==> config.mk <==
export PLATFORM = sky130hd
export DESIGN_NAME = imem_loader_flat
export DESIGN_NICKNAME = d
export VERILOG_FILES = /design/src/rtl/imem_loader_if.sv /design/src/rtl/imem_loader.sv /design/src/flat_wrapper.sv
export SDC_FILE = /design/constraint.sdc
export NUM_CORES = 1
export LEC_CHECK = 0
export BUFFER_PORTS_ARGS = -buffer_cell sky130_fd_sc_hd__buf_4
export CORE_MARGIN = 2
export CORE_UTILIZATION = 35
export CTS_CLUSTER_DIAMETER = 60
export DETAILED_ROUTE_END_ITERATION = 8
export HOLD_SLACK_MARGIN = 0.06
export PLACE_DENSITY = 0.66
export SYNTH_ARGS = -nofsm -noshare
export SYNTH_HDL_FRONTEND = slang
export SYNTH_SLANG_ARGS = --single-unit
export TNS_END_PERCENT = 5
==> constraint.sdc <==
create_clock -name clk -period 2.6 [get_ports clk]
set_input_delay 0.39 -clock clk [delete_from_list [all_inputs] [get_ports clk]]
set_output_delay 0.39 -clock clk [all_outputs]
set_load 0.03 [all_outputs]
==> src/rtl/imem_loader_if.sv <==
// Byte-stream and instruction-memory bundle for the boot loader.
// The loader binds to the slave modport; the source to the master.
interface imem_loader_if #(
   parameter int ADDR_W = 8
);
   logic              start;
   logic [7:0]        word_count;
   logic              in_valid;
   logic [7:0]        in_byte;
   logic              in_ready;
   logic              imem_we;
   logic [ADDR_W-1:0] imem_addr;
   logic [31:0]       imem_wdata;
   logic              cpu_reset;
   logic              busy;
   logic              done;
   logic              error;

   modport master (
      output start, word_count, in_valid, in_byte,
      input  in_ready, imem_we, imem_addr, imem_wdata,
      input  cpu_reset, busy, done, error
   );

   modport slave (
      input  start, word_count, in_valid, in_byte,
      output in_ready, imem_we, imem_addr, imem_wdata,
      output cpu_reset, busy, done, error
   );
endinterface

==> src/rtl/imem_loader.sv <==
// Boot-time loader: bytes -> LE words -> imem, trailing checksum,
// holds the core in reset until a load completes cleanly.
module imem_loader #(
   parameter int                ADDR_W    = 8,
   parameter logic [ADDR_W-1:0] BASE_ADDR = '0
) (
   input  logic         clk,
   input  logic         reset,
   imem_loader_if.slave bus
);
   typedef enum logic [2:0] {
      S_IDLE, S_RECV, S_WRITE, S_CSUM, S_DONE, S_ERR
   } state_t;

   state_t            state, state_nxt;
   logic [1:0]        byte_idx;
   logic [7:0]        word_cnt;
   logic [7:0]        csum;
   logic [ADDR_W-1:0] addr;
   logic [31:0]       wdata;

   logic in_ready_c, imem_we_c, busy_c, done_c, error_c, cpu_reset_c;
   logic xfer, can_start, start_ok;

   assign xfer      = bus.in_valid && in_ready_c;
   assign can_start = (state == S_IDLE) || (state == S_DONE) ||
                      (state == S_ERR);
   assign start_ok  = can_start && bus.start;

   // State register
   always_ff @(posedge clk or posedge reset) begin
      if (reset) state <= S_IDLE;
      else       state <= state_nxt;
   end

   // Next state and state-decoded outputs
   always_comb begin
      state_nxt   = state;
      in_ready_c  = 1'b0;
      imem_we_c   = 1'b0;
      busy_c      = 1'b0;
      done_c      = 1'b0;
      error_c     = 1'b0;
      cpu_reset_c = 1'b1;
      unique case (state)
         S_IDLE, S_DONE, S_ERR: begin
            done_c      = (state == S_DONE);
            error_c     = (state == S_ERR);
            cpu_reset_c = (state != S_DONE);
            if (bus.start)
               state_nxt = (bus.word_count == 8'd0) ? S_CSUM : S_RECV;
         end
         S_RECV: begin
            in_ready_c = 1'b1;
            busy_c     = 1'b1;
            if (xfer && byte_idx == 2'd3) state_nxt = S_WRITE;
         end
         S_WRITE: begin
            imem_we_c = 1'b1;
            busy_c    = 1'b1;
            state_nxt = (word_cnt > 8'd1) ? S_RECV : S_CSUM;
         end
         S_CSUM: begin
            in_ready_c = 1'b1;
            busy_c     = 1'b1;
            if (xfer)
               state_nxt = (bus.in_byte == csum) ? S_DONE : S_ERR;
         end
         default: state_nxt = S_IDLE;
      endcase
   end

   // Word assembly, checksum, address and word counter
   always_ff @(posedge clk or posedge reset) begin
      if (reset) begin
         byte_idx <= 2'd0;
         word_cnt <= 8'd0;
         csum     <= 8'd0;
         addr     <= BASE_ADDR;
         wdata    <= 32'd0;
      end else if (start_ok) begin
         byte_idx <= 2'd0;
         word_cnt <= bus.word_count;
         csum     <= 8'd0;
         addr     <= BASE_ADDR;
      end else if (state == S_RECV && xfer) begin
         wdata[byte_idx*8 +: 8] <= bus.in_byte;
         csum                   <= csum + bus.in_byte;
         byte_idx               <= byte_idx + 2'd1;
      end else if (state == S_WRITE) begin
         addr     <= addr + ADDR_W'(4);
         word_cnt <= word_cnt - 8'd1;
      end
   end

   assign bus.in_ready   = in_ready_c;
   assign bus.imem_we    = imem_we_c;
   assign bus.imem_addr  = addr;
   assign bus.imem_wdata = wdata;
   assign bus.cpu_reset  = cpu_reset_c;
   assign bus.busy       = busy_c;
   assign bus.done       = done_c;
   assign bus.error      = error_c;
endmodule

==> src/flat_wrapper.sv <==
// flat-port wrapper written by rule: the top's interface ports become plain ports
module imem_loader_flat 
#(
   parameter int                ADDR_W    = 8,
   parameter logic [ADDR_W-1:0] BASE_ADDR = '0
)
  (clk, reset, bus_start, bus_word_count, bus_in_valid, bus_in_byte, bus_in_ready, bus_imem_we, bus_imem_addr, bus_imem_wdata, bus_cpu_reset, bus_busy, bus_done, bus_error);
  imem_loader_if #(.ADDR_W(ADDR_W)) bus_i ();
  input  logic clk;
  input  logic reset;
  input wire logic [$bits(bus_i.start)-1:0] bus_start;
  input wire logic [$bits(bus_i.word_count)-1:0] bus_word_count;
  input wire logic [$bits(bus_i.in_valid)-1:0] bus_in_valid;
  input wire logic [$bits(bus_i.in_byte)-1:0] bus_in_byte;
  output wire logic [$bits(bus_i.in_ready)-1:0] bus_in_ready;
  output wire logic [$bits(bus_i.imem_we)-1:0] bus_imem_we;
  output wire logic [$bits(bus_i.imem_addr)-1:0] bus_imem_addr;
  output wire logic [$bits(bus_i.imem_wdata)-1:0] bus_imem_wdata;
  output wire logic [$bits(bus_i.cpu_reset)-1:0] bus_cpu_reset;
  output wire logic [$bits(bus_i.busy)-1:0] bus_busy;
  output wire logic [$bits(bus_i.done)-1:0] bus_done;
  output wire logic [$bits(bus_i.error)-1:0] bus_error;
  assign bus_i.start = bus_start;
  assign bus_i.word_count = bus_word_count;
  assign bus_i.in_valid = bus_in_valid;
  assign bus_i.in_byte = bus_in_byte;
  assign bus_in_ready = bus_i.in_ready;
  assign bus_imem_we = bus_i.imem_we;
  assign bus_imem_addr = bus_i.imem_addr;
  assign bus_imem_wdata = bus_i.imem_wdata;
  assign bus_cpu_reset = bus_i.cpu_reset;
  assign bus_busy = bus_i.busy;
  assign bus_done = bus_i.done;
  assign bus_error = bus_i.error;
  imem_loader #(.ADDR_W(ADDR_W), .BASE_ADDR(BASE_ADDR)) u_core (.clk(clk), .reset(reset), .bus(bus_i));
endmodule
* Word-level counts from Yosys, hierarchy flattened
Index checks and enable logic that the tools add are counted.
** Word-level totals
- Bits in registers :: 61
- Output and inout bits :: 46
- Word-level logic and storage cells :: 67
** Operators by class
- Bitwise operators :: 1
- $add $sub $neg :: 5
- Shift operators :: 2
- Order comparisons :: 1
- Eq/ne operators :: 12
- Reduce and logical (&&, ||, !) cells :: 16
- Muxes and demuxes :: 24
** Operators by type and width (count)
- $mux W8 :: 8
- $neg A5 Y34 :: 1
- $shift A8 B34 Y32 const A :: 1
- $shiftx A8 B34 Y32 :: 1
- $bwmux W32 :: 1
- $pmux W3 S4 :: 1
- $mux W3 :: 3
- $add A8 B3 Y8 const B :: 1
- $add A8 B8 Y8 :: 1
- $eq A8 B8 Y1 :: 1
- $gt A8 B1 Y1 const B :: 1
- $logic_not A8 Y1 :: 1
- $mux W2 :: 4
- $sub A8 B1 Y8 const B :: 1
- $mux W1 :: 7
- $eq A3 B2 Y1 const B :: 2
- $eq A3 B3 Y1 const B :: 2
- $ne A2 B1 Y1 const B :: 3
- $reduce_or A3 Y1 :: 2
- $logic_and A1 B1 Y1 :: 4
- $reduce_and A2 Y1 :: 2
- $reduce_bool A2 Y1 :: 2
- $eq A3 B1 Y1 const B :: 1
- $logic_not A3 Y1 :: 1
- other kinds (8) :: 9

* Logic depth before layout (Yosys ltp)
Gate-level depths: netlist of run 1.
- Depth after elaboration :: 7
- Gate-level depth with buffers :: 7

* Worst setup path after synthesis of run 1
Ideal clock, no wire load.
- Path type :: reg-to-reg
- Start point :: register u_core.csum[1]
- End point :: register u_core.csum[7]
- Data arrival time :: 1.840 ns
- Required time :: 2.474 ns
- Stages on the path, launching flop included :: 7
- Slack :: 0.634 ns
- Setup time :: 0.126 ns
- Path buffers :: 0
- Path through :: dfrtp_1 ha_1 a211oi_1 nor3_1 or2_2 and4_1 o32a_1
** On the way
- Longest elaborated chain between the ends :: 3
** Ends and longest elaborated chain
- start: declaration :: RTL line imem_loader.sv:18 : logic [7:0] csum;
- start signal: assignment :: RTL line imem_loader.sv:88 : csum <= csum + bus.in_byte;
- $add A8 B8 Y8 :: RTL line imem_loader.sv:88
- $mux W8 :: RTL line imem_loader.sv:86 : end else if (state == S_RECV && xfer) begin
- $mux W8 :: RTL line imem_loader.sv:81 : end else if (start_ok) begin
No other way between the ends. The select of a mux whose other input is x is not followed.
A chain may end at the register's enable or synchronous reset.

* Final worst setup path of run 1
Ends and elaborated chain as after synthesis.

==> flow_summary_export.csv, run 1 <==
group,metric,value,unit
placed_design,place_area,0.00369,sq mm
worst_setup_path,critPathSlowestCell,"dfrtp_1",
layout,stdcell_count,525,
worst_setup_path,worst-path-buf-inv,0,
floorplanning,rows,34,
logic_synthesis,synth_ff_type,"dfrtp_1",
cts,clk_latency,0.34,ns
drt,drc,0,
worst_setup_path,critPathLaunch,"u_core.csum[1]$_DFFE_PP0P_",
grt,grt_usage,16.3,%
floorplanning,die_x,97.5,um
timing,setup_viol,0,
logic_synthesis,synth.cell_area,0.00306,sq mm
layout,area_growth,27.2,%
power,p_total,4610,uW
worst_setup_path,r2r_end,"u_core.csum[7]$_DFFE_PP0P_",
cts,post_cts.resized_instances,0,
run_status,status,"finished clean",
drt,final_antenna_net_count,0,
logic_synthesis,yosys_warnings,0,
worst_setup_path,crit_type,"reg -> reg",
cts,htreeDepth,3,
worst_setup_path,end_kind,"flip-flop",
logic_synthesis,synth_edf_count,0,
worst_setup_path,cpLargestDelayFamily,"simple AND/OR/NAND/NOR gates",
logic_synthesis,synth_top_area_cell,"dfrtp_1",
placed_design,portBuffers,63,
logic_synthesis,yosysSeqAreaShare,48.3,%
timing,max_freq,0.470,GHz
layout,finalInstanceArea,0.00389,sq mm
cts,clockRootBuffer,"clkbuf_8",
floorplanning,die_area,0.00950,sq mm
logic_synthesis,async_reset_ff_share,100,%
placed_design,dp_cells,509,
power,p_per_area,1190,mW/mm^2
grt,grt_pass1_wl,12400,um
worst_setup_path,crit_chain,"ha_1 > a211oi_1 > nor3_1 > or2_2 > and4_1 > o32a_1",
floorplanning,ioPinCount,66,
drt,dr.pass1.iters,4,
timing,maxSlewHeadroom,53.9,%
grt,grt_max_degree,27,
grt,grt_pass1_vias,2620,
cts,cts-buffers-inserted,9,
grt,grt_overflow_total,0,
power,p_leak,0.00181,uW
worst_setup_path,startpoint_type,"flip-flop",
timing,worst_pin_slew,0.689,ns
timing,post-route-period-util,81.9,%
cts,post_cts_buffers,0,
layout,layout-drive-gt1-share,22.3,%
job,cap_violations,0,
power,peakVddDrop,649,uV
cts,clkTransAtPathRegs,0.07,ns
drt,drt_wl_total,7430,um
placed_design,gp_congestion,0.876,
cts,cts_buffer_depth,2,
placed_design,hpwl,5620,um
logic_synthesis,syn_inst,339,
worst_setup_path,path_depth,6,
worst_setup_path,crit-reg2reg-launch,"u_core.csum[1]$_DFFE_PP0P_",
worst_setup_path,crit_arrival,2.36,ns
timing,slew_violations,0,
worst_setup_path,cp.required,2.83,ns
logic_synthesis,syn_area_per_cell,9.02,sq um
worst_setup_path,r2r_cells,6,
logic_synthesis,synth.distinct_cells,45,
cts,cts_tree,"built",
timing,clock_skew,0.00725,ns
drt,wl_per_cell,14.1,um
logic_synthesis,synth.top_cells.by_area,"dfrtp_1, nand2_1, o21ai_0",
timing,tns,0,ns
hold_path,min-delay-path-class,"in -> reg",
floorplanning,die_y,97.5,um
drt,via_count,2665,
logic_synthesis,yosys_register_bits,59,
layout,fin_nets,449,
floorplanning,initial_utilization,35.6,%
layout,antenna_cells,0,
drt,vias_per_cell,5.08,
timing,hold_viol_final,0,
drt,initialDrtViolationCount,70,
worst_setup_path,r2r_slack,0.47,ns
timing,min_period,2.13,ns
worst_setup_path,crit_end,"u_core.csum[7]$_DFFE_PP0P_",
worst_setup_path,path_max_fanout,3,
cts,cts_sinks,59,
timing,timing.hold.ws,0.260,ns
floorplanning,core,0.00859,sq mm
worst_setup_path,slowest_delay,0.41,ns
cts,hold_buffers,1,
logic_synthesis,netlist.area_leader.share,48.3,%
grt,antenna_found_initial,0,
timing,rsz0062_at_grt,"no",
==> flip-flops by register name (all words and copies together), names as in the netlist <==
| register | cells |
|---|---|
| u_core.bus.imem_wdata | 32 |
| u_core.word_cnt | 8 |
| u_core.byte_idx | 2 |
| u_core.bus.imem_addr | 6 |
| u_core.csum | 8 |
| u_core.state | 3 |
==> cell type report <==
type                       instances  area (sq um)
fill                             837          4700
tap                              108           135
multi-input combinational        257          1480
inverter                          13          51.3
clock inverter                     2          35.0
clock buffer                      13           159
sequential                        59          1480
timing repair buffer              73           551
==> cell usage in the layout (no fill, tap or decap), drive strengths merged, types with 3 or more instances in the layout <==
master / n
nor2: 14
dfrtp: 59
nor3: 9
or3: 3
nor3b: 6
o21ai: 54
ha: 15
nor4: 4
buf: 72
a22o: 5
xor2: 5
nand2: 87
clkbuf: 13
o21bai: 3
inv: 13
xnor2: 7
a211oi: 3
a21oi: 13
nand3: 3
==> where the power goes <==
part	internal, uW	total [uW]	leakage [uW]	switching [uW]
clock network	489	841	0.0000995	352
registers	1250	1540	0.000780	283
logic	878	2240	0.000935	1360
total	2620	4610	0.00181	1990
==> stage by stage <==
| step | utilization [%] | setup slack [ns] |
|---|---|---|
| 6_report | 45.3 | 0.470 |
| 2_1_floorplan | - | 0.634 |
| 3_3_place_gp | 42.9 | 0.379 |
| 5_1_grt | 45.3 | 0.347 |
| 3_5_place_dp | 42.9 | 0.341 |
| 4_1_cts | 45.3 | 0.458 |
==> worst min path at each step <==
stage	end	slack [ns]	start	cells past startpoint
after CTS	u_core.word_cnt[4]$_DFFE_PP0P_	0.25	bus_word_count[4]	3
after global placement	u_core.bus.imem_wdata[1]$_DFFE_PP0P_	0.40	reset	2
after detailed placement	u_core.bus.imem_wdata[0]$_DFFE_PP0P_	0.40	reset	2
after global routing	u_core.word_cnt[0]$_DFFE_PP0P_	0.28	bus_word_count[0]	3
final	u_core.word_cnt[4]$_DFFE_PP0P_	0.26	bus_word_count[4]	3
after floorplan	u_core.csum[2]$_DFFE_PP0P_	0.45	u_core.csum[2]$_DFFE_PP0P_	2
==> cells in the mapped netlist, drive strengths merged, types with 2 or more instances <==
| library cell | instances |
|---|---|
| clkbuf | 3 |
| xor2 | 5 |
| or3 | 3 |
| nand3b | 2 |
| nor3 | 9 |
| a22o | 5 |
| a32o | 2 |
| a211oi | 3 |
| dfrtp | 59 |
| nand4 | 2 |
| o21ai | 54 |
| o21a | 2 |
| nor3b | 6 |
| xnor2 | 7 |
| nor2 | 14 |
| nand3 | 3 |
| a21oi | 13 |
| buf | 8 |
| inv | 13 |
| nor4 | 4 |
| o21bai | 3 |
| nand2 | 87 |
| ha | 15 |
==> per-layer routing <==
metal / GRT usage (%) / routed length (um)
met4: 8.76 / 216
met5: 0 / 0
met3: 3.53 / 412
met1: 20.3 / 3310
met2: 26.6 / 3490
==> logic make-up after synthesis <==
kind of cell / Yosys count / share of synthesized area (%)
AO/OA/AOI/OAI: 90 / 17.1
XOR/XNOR: 12 / 3.44
adder cells (fa/ha/maj): 16 / 6.79
buffers and inverters: 24 / 3.52
flip-flops: 59 / 48.3
other: 1 / 0.123
AND/OR/NAND/NOR: 137 / 20.7
==> worst reg2reg max path: cells and delay by family (launching register included) <==
family,cells,cell delay [ns]
adder cells (fa/ha/maj),1,0.32
flip-flops,1,0.41
AO/OA/AOI/OAI,2,0.62
AND/OR/NAND/NOR,3,0.67
No activity file was read; power rests on OpenSTA's default activity.
==> run 2, diff against run 1 <==
--- a/config.mk
+++ b/config.mk
@@ -11,7 +11,7 @@
 export CTS_CLUSTER_DIAMETER = 60
 export DETAILED_ROUTE_END_ITERATION = 8
 export HOLD_SLACK_MARGIN = 0.06
-export PLACE_DENSITY = 0.66
+export PLACE_DENSITY = 0.68
 export SYNTH_ARGS = -nofsm -noshare
 export SYNTH_HDL_FRONTEND = slang
 export SYNTH_SLANG_ARGS = --single-unit
==> constraint.sdc (replaced) <==
create_clock -name clk -period 1.9 [get_ports clk]
set_input_delay 0.285 -clock clk [delete_from_list [all_inputs] [get_ports clk]]
set_output_delay 0.285 -clock clk [all_outputs]
set_load 0.03 [all_outputs]
==> run 2 against run 1 <==
Sequential share of layout area shrank 2.2 points; largest cell class unchanged; routed wire length rose by 4.4%; first-iteration DRC count up 59%; critical endpoint is now bus_imem_we; cell area up 6.3%; sequential power is 36% higher.
==> flow_summary_export.csv, run 2 (same netlist as run 1, synthesis figures left out) <==
group,metric,value,unit
floorplanning,rows,34,
power,p_sw,2900,uW
cts,clk_latency,0.34,ns
floorplanning,core,0.00859,sq mm
worst_setup_path,end_kind,"output pin",
cts,cts_sinks,59,
worst_setup_path,crit_end,"bus_imem_we",
worst_setup_path,critPathLaunch,"u_core.state[0]$_DFFE_PP0P_",
worst_setup_path,cp.required,1.62,ns
grt,grt_pass1_wl,12800,um
cts,htreeDepth,3,
layout,layout-drive-gt1-share,29.2,%
drt,drc,0,
worst_setup_path,r2r_slack,0.10,ns
drt,final_antenna_net_count,0,
cts,cts-buffers-inserted,9,
layout,finalInstanceArea,0.00414,sq mm
power,power.internal,3870,uW
hold_path,min-delay-path-class,"in -> reg",
timing,slew_violations,0,
worst_setup_path,path_max_fanout,6,
placed_design,gp_congestion,0.860,
layout,n_fill_cell,823,
drt,via_count,2732,
layout,largest_reg_flops,32,
floorplanning,ioPinCount,66,
timing,post-route-period-util,98.8,%
worst_setup_path,r2r_cells,6,
power,p_sw_share,42.9,%
floorplanning,die_x,97.5,um
cts,clkTransAtPathRegs,0.07,ns
drt,dr.pass1.iters,5,
power,clkPwrFrac,19.0,%
timing,hold_viol_final,0,
power,p_leak,0.00192,uW
grt,grt_pass1_vias,2594,
layout,fin_nets,466,
layout,antenna_cells,0,
worst_setup_path,crit_type,"reg -> out",
layout,final_cell_mix,"buf_4, nand2_1, dfrtp_1",
placed_design,hpwl,5730,um
grt,grt_max_degree,27,
placed_design,portBuffers,63,
power,p_seq_share,31.0,%
power,p_per_area,1640,mW/mm^2
layout,regArea,0.00148,sq mm
layout,multi_input_comb_area,0.00156,sq mm
floorplanning,die_y,97.5,um
worst_setup_path,r2r_end,"u_core.csum[7]$_DFFE_PP0P_",
cts,cts_buffer_depth,2,
timing,min_period,1.88,ns
cts,cts_tree,"built",
power,p_comb_share,50.0,%
timing,clock_skew,0.00995,ns
layout,area_growth,35.2,%
timing,max_freq,0.533,GHz
cts,clockRootBuffer,"clkbuf_8",
drt,initialDrtViolationCount,111,
drt,drt_wl_total,7760,um
layout,layout_commonest_cell,"buf_4",
job,cap_violations,0,
timing,worst_pin_slew,0.580,ns
drt,wl_per_cell,14.3,um
grt,antenna_found_initial,0,
run_status,status,"finished clean",
floorplanning,initial_utilization,35.6,%
placed_design,place_area,0.00382,sq mm
timing,rsz0062_at_grt,"yes",
floorplanning,die_area,0.00950,sq mm
layout,fin_util,48.1,%
timing,setup_viol,0,
worst_setup_path,crit-reg2reg-launch,"u_core.csum[1]$_DFFE_PP0P_",
grt,grt_usage,16.6,%
grt,grt_overflow_total,0,
worst_setup_path,startpoint_type,"flip-flop",
power,peakVddDrop,868,uV
worst_setup_path,crit_arrival,1.59,ns
drt,vias_per_cell,5.03,
timing,maxSlewHeadroom,61.2,%
## run 2: power by group through the flow
| stage | Sequential [uW] | Combinational (uW) | Clock (uW) |
|---|---|---|---|
| 2_1_floorplan | 2520 | 1640 | 0 |
| 3_3_place_gp | 2080 | 3170 | 0 |
| 3_5_place_dp | 2110 | 3240 | 0 |
| 4_1_cts | 2090 | 3320 | 1320 |
| 5_1_grt | 2160 | 3710 | 1380 |
| 6_report | 2100 | 3390 | 1290 |
## run 2: layout make-up
type,instances,area share (%)
clock buffers,9,3.00
clock inverters,7,2.42
inverters,13,1.24
multi-input cells,257,37.7
flip-flops and latches,59,35.7
well taps,108,3.27
repair buffers,90,16.7
## run 2: routing by layer
metal | up-vias | wire length [um] | track usage, %
met4 | 0 | 99 | 5.24
met5 | - | 0 | 0
li1 | 1352 | - | -
met3 | 12 | 419 | 3.96
met1 | 1288 | 3550 | 21.6
met2 | 80 | 3690 | 27.4
## run 2: critical path, cell delays in order, from the launching register on
cell and delay, ns:
dfrtp_1 0.45, or3b_1 0.48, inv_2 0.14, buf_4 0.18
## run 2: repair_timing
| item | in CTS | in global routing |
|---|---|---|
| endpoints found under the hold margin | 24 | 0 |
| pin swaps | 2 | 4 |
| setup buffers | 2 | 0 |
| hold buffers | 1 | 0 |
| endpoints found under the setup margin | 1 | 36 |
| gates resized for setup | 4 | 12 |
## run 2: how the worst min path moves through the flow
stage / endpoint / cells after the start / from / slack (ns)
3_3_place_gp: u_core.bus.imem_wdata[0]$_DFFE_PP0P_ / 2 / reset / 0.38
6_report: u_core.word_cnt[1]$_DFFE_PP0P_ / 3 / bus_word_count[1] / 0.16
4_1_cts: u_core.word_cnt[1]$_DFFE_PP0P_ / 3 / bus_word_count[1] / 0.15
5_1_grt: u_core.word_cnt[1]$_DFFE_PP0P_ / 3 / bus_word_count[1] / 0.16
2_1_floorplan: u_core.state[0]$_DFFE_PP0P_ / 1 / bus_in_valid / 0.39
3_5_place_dp: u_core.bus.imem_wdata[0]$_DFFE_PP0P_ / 2 / reset / 0.39
## run 2: metrics by stage
step	hold WS [ns]	power, uW	std cells	TNS, ns	setup slack [ns]
2_1_floorplan	0.386	4160	340	0	0.00656
6_report	0.163	6770	543	0	0.0234
5_1_grt	0.159	7250	543	-0.0739	-0.0651
4_1_cts	0.152	6730	543	0	0.000747
3_3_place_gp	0.382	5260	524	-0.0708	-0.0561
3_5_place_dp	0.386	5350	524	-0.0972	-0.0972
==> run 3, diff against run 2 <==
--- a/config.mk
+++ b/config.mk
@@ -5,13 +5,16 @@
 export SDC_FILE = /design/constraint.sdc
 export NUM_CORES = 1
 export LEC_CHECK = 0
+export ABC_AREA = 1
 export BUFFER_PORTS_ARGS = -buffer_cell sky130_fd_sc_hd__buf_4
+export CELL_PAD_IN_SITES_DETAIL_PLACEMENT = 1
+export CELL_PAD_IN_SITES_GLOBAL_PLACEMENT = 2
 export CORE_MARGIN = 2
-export CORE_UTILIZATION = 35
+export CORE_UTILIZATION = 28
 export CTS_CLUSTER_DIAMETER = 60
 export DETAILED_ROUTE_END_ITERATION = 8
 export HOLD_SLACK_MARGIN = 0.06
-export PLACE_DENSITY = 0.68
+export PLACE_DENSITY = 0.86
 export SYNTH_ARGS = -nofsm -noshare
 export SYNTH_HDL_FRONTEND = slang
 export SYNTH_SLANG_ARGS = --single-unit
==> run 3 against run 2 <==
Final cell count grew 22%; first-iteration DRC count shrank 26%; die area increased by 36%; routed wire length is 33% higher; total power up 9.2%; clock power grew 33%; critical endpoint unchanged; hold slack gained 0.064 ns; register-to-register slack better by 0.17 ns.
==> flow_summary_export.csv, run 3 <==
group,metric,value,unit
logic_synthesis,syn_inst,437,
drt,initialDrtViolationCount,82,
layout,fin_nets,549,
logic_synthesis,yosys_register_bits,59,
floorplanning,die_y,114,um
worst_setup_path,crit_type,"reg -> out",
layout,area_growth,30.3,%
layout,layout_commonest_cell,"nand2_1",
placed_design,gp_congestion,0.782,
timing,slew_violations,0,
logic_synthesis,synth.distinct_cells,34,
cts,cts_buffer_depth,2,
floorplanning,ioPinCount,66,
logic_synthesis,yosysSeqAreaShare,43.7,%
floorplanning,die_area,0.0130,sq mm
grt,grt_busiest_layer,"met2",
timing,hold_viol_final,0,
timing,maxSlewHeadroom,63.6,%
timing,max_freq,0.575,GHz
timing,timing.hold.ws,0.227,ns
grt,grt_usage,17.3,%
hold_path,min-delay-path-class,"in -> reg",
worst_setup_path,cp.required,1.62,ns
logic_synthesis,synth.top_cells.by_area,"dfrtp_1, nand2_1, nand3_1",
timing,rsz0062_at_grt,"no",
cts,htreeDepth,3,
worst_setup_path,critPathMostFrequentCell,"inv_2",
power,peakVddDrop,873,uV
timing,worst_pin_slew,0.546,ns
drt,drc,0,
placed_design,hpwl,7610,um
cts,clk_latency,0.34,ns
worst_setup_path,critPathLaunch,"u_core.state[1]$_DFFE_PP0P_",
grt,grtUsageMet2,29.5,%
grt,antenna_found_initial,0,
worst_setup_path,startpoint_type,"flip-flop",
hold_path,hp-start,"bus_in_byte[2]",
power,p_leak,0.00246,uW
layout,antenna_cells,0,
logic_synthesis,synth_ff_type,"dfrtp_1",
timing,setup_viol,0,
grt,grt_pass1_vias,3406,
logic_synthesis,yosys-top-cells-count,"nand2_1, dfrtp_1, nand3_1",
layout,largest_reg_flops,32,
logic_synthesis,yosysMostFrequentCell,"nand2_1",
grt,grt_overflow_total,0,
floorplanning,initial_utilization,28.4,%
grt,met3_usage,4.94,%
drt,via_count,3259,
cts,cts_tree,"built",
layout,stdcell_count,665,
power,p_per_area,1680,mW/mm^2
worst_setup_path,crit-reg2reg-launch,"u_core.byte_idx[0]$_DFFE_PP0P_",
job,cap_violations,0,
layout,fin_util,36.9,%
worst_setup_path,path_max_fanout,7,
cts,cts_sinks,59,
grt,grt_pass1_wl,17200,um
timing,clock_skew,0.00971,ns
placed_design,portBuffers,63,
grt,met1_usage,20.9,%
logic_synthesis,yosys_warnings,0,
timing,min_period,1.74,ns
logic_synthesis,netlist.area_leader.share,43.7,%
hold_path,hold-path-endpoint,"u_core.bus.imem_wdata[18]$_DFFE_PP0P_",
timing,post-route-period-util,91.6,%
worst_setup_path,end_kind,"output pin",
worst_setup_path,crit_chain,"inv_2 > nor2_1 > nand2_2 > inv_2 > buf_4",
grt,grt_max_degree,32,
cts,clkTransAtPathRegs,0.05,ns
cts,cts-buffers-inserted,9,
placed_design,dp_cells,646,
hold_path,hold_depth,3,
worst_setup_path,r2r_end,"u_core.bus.imem_wdata[21]$_DFFE_PP0P_",
floorplanning,die_x,114,um
drt,final_antenna_net_count,0,
worst_setup_path,r2r_cells,7,
worst_setup_path,r2r_slack,0.27,ns
logic_synthesis,synth_top_area_cell,"dfrtp_1",
drt,wl_per_cell,15.5,um
layout,layout-drive-gt1-share,21.2,%
worst_setup_path,critPathSlowestCell,"dfrtp_2",
logic_synthesis,synth.cell_area,0.00338,sq mm
logic_synthesis,synth_edf_count,0,
timing,tns,0,ns
cts,clockRootBuffer,"clkbuf_16",
drt,vias_per_cell,4.90,
layout,final_cell_mix,"nand2_1, buf_4, dfrtp_1",
worst_setup_path,slowest_delay,0.45,ns
run_status,status,"finished clean",
floorplanning,rows,40,
logic_synthesis,syn_area_per_cell,7.73,sq um
floorplanning,core,0.0119,sq mm
layout,n_fill_cell,1481,
logic_synthesis,async_reset_ff_share,100,%
worst_setup_path,crit_arrival,1.45,ns
drt,dr.pass1.iters,4,
drt,drt_wl_total,10300,um
==> run 3: changes by cell type after synthesis, sizes merged, moves of 4 or more <==
cell / delta
a21oi: -7
inv: +37
nand2: +44
nand3: +50
nand4: +5
nor2: +21
nor3: -4
nor3b: -6
nor4: -4
xnor2: -5
xor2: -5
==> run 3: final cells by class <==
cell class | instances | area (sq um) | share of cell area, %
clock buffers | 12 | 267 | 6.06
clock inverters | 4 | 47.5 | 1.08
inverters | 50 | 190 | 4.32
multi-input cells | 320 | 1660 | 37.7
flip-flops and latches | 59 | 1480 | 33.6
well taps | 147 | 184 | 4.18
repair buffers | 73 | 576 | 13.1
==> run 3: power breakdown <==
| part | switching, uW | total (uW) | internal [uW] |
|---|---|---|---|
| Clock | 601 | 1720 | 1120 |
| Sequential | 344 | 2040 | 1700 |
| Combinational | 2430 | 3640 | 1210 |
==> run 3: what timing repair did <==
item,in CTS,in global routing
pin swaps,0,0
hold buffers,1,0
hold endpoints to repair,21,0
setup endpoints to repair,1,1
buffers inserted,0,2
resized for setup,2,1
==> run 3: worst max path at each step <==
stage                                                     end  slack, ns  depth (start not counted)
after global placement                            bus_imem_we       0.28                          5
after detailed placement                          bus_imem_we       0.24                          5
after floorplan           u_core.bus.imem_addr[2]$_DFFE_PP0P_       0.16                          1
final                                             bus_imem_we       0.16                          5
after CTS                                         bus_imem_we       0.04                          5
after global routing                              bus_imem_we       0.05                          5
==> run 3: kinds of logic after synthesis <==
logic type	share of synthesized area [%]
other	0.111
adder cells (fa/ha/maj)	6.15
flip-flops	43.7
XOR/XNOR	0.519
AND/OR/NAND/NOR	31.7
buffers and inverters	7.34
AO/OA/AOI/OAI	10.4
==> run 3: layer usage <==
metal	up-vias	share of wire, %
met3	12	3.8
met2	63	49
met1	1601	45
met5	-	0
met4	0	1.5
li1	1583	-
==> run 3: critical path, delay by kind of cell, from the launching register on <==
family | cells | cell delay (ns)
buffers and inverters | 3 | 0.41
AND/OR/NAND/NOR | 2 | 0.26
flip-flops | 1 | 0.45
==> run 3: through the flow <==
step | instance area (sq um) | power, uW | setup WS, ns
after global routing | 4400 | 8010 | 0.0504
final | 4400 | 7390 | 0.160
after floorplan | 3380 | 4460 | 0.159
after detailed placement | 4060 | 5680 | 0.244
after global placement | 4060 | 5570 | 0.277
after CTS | 4380 | 7480 | 0.0390
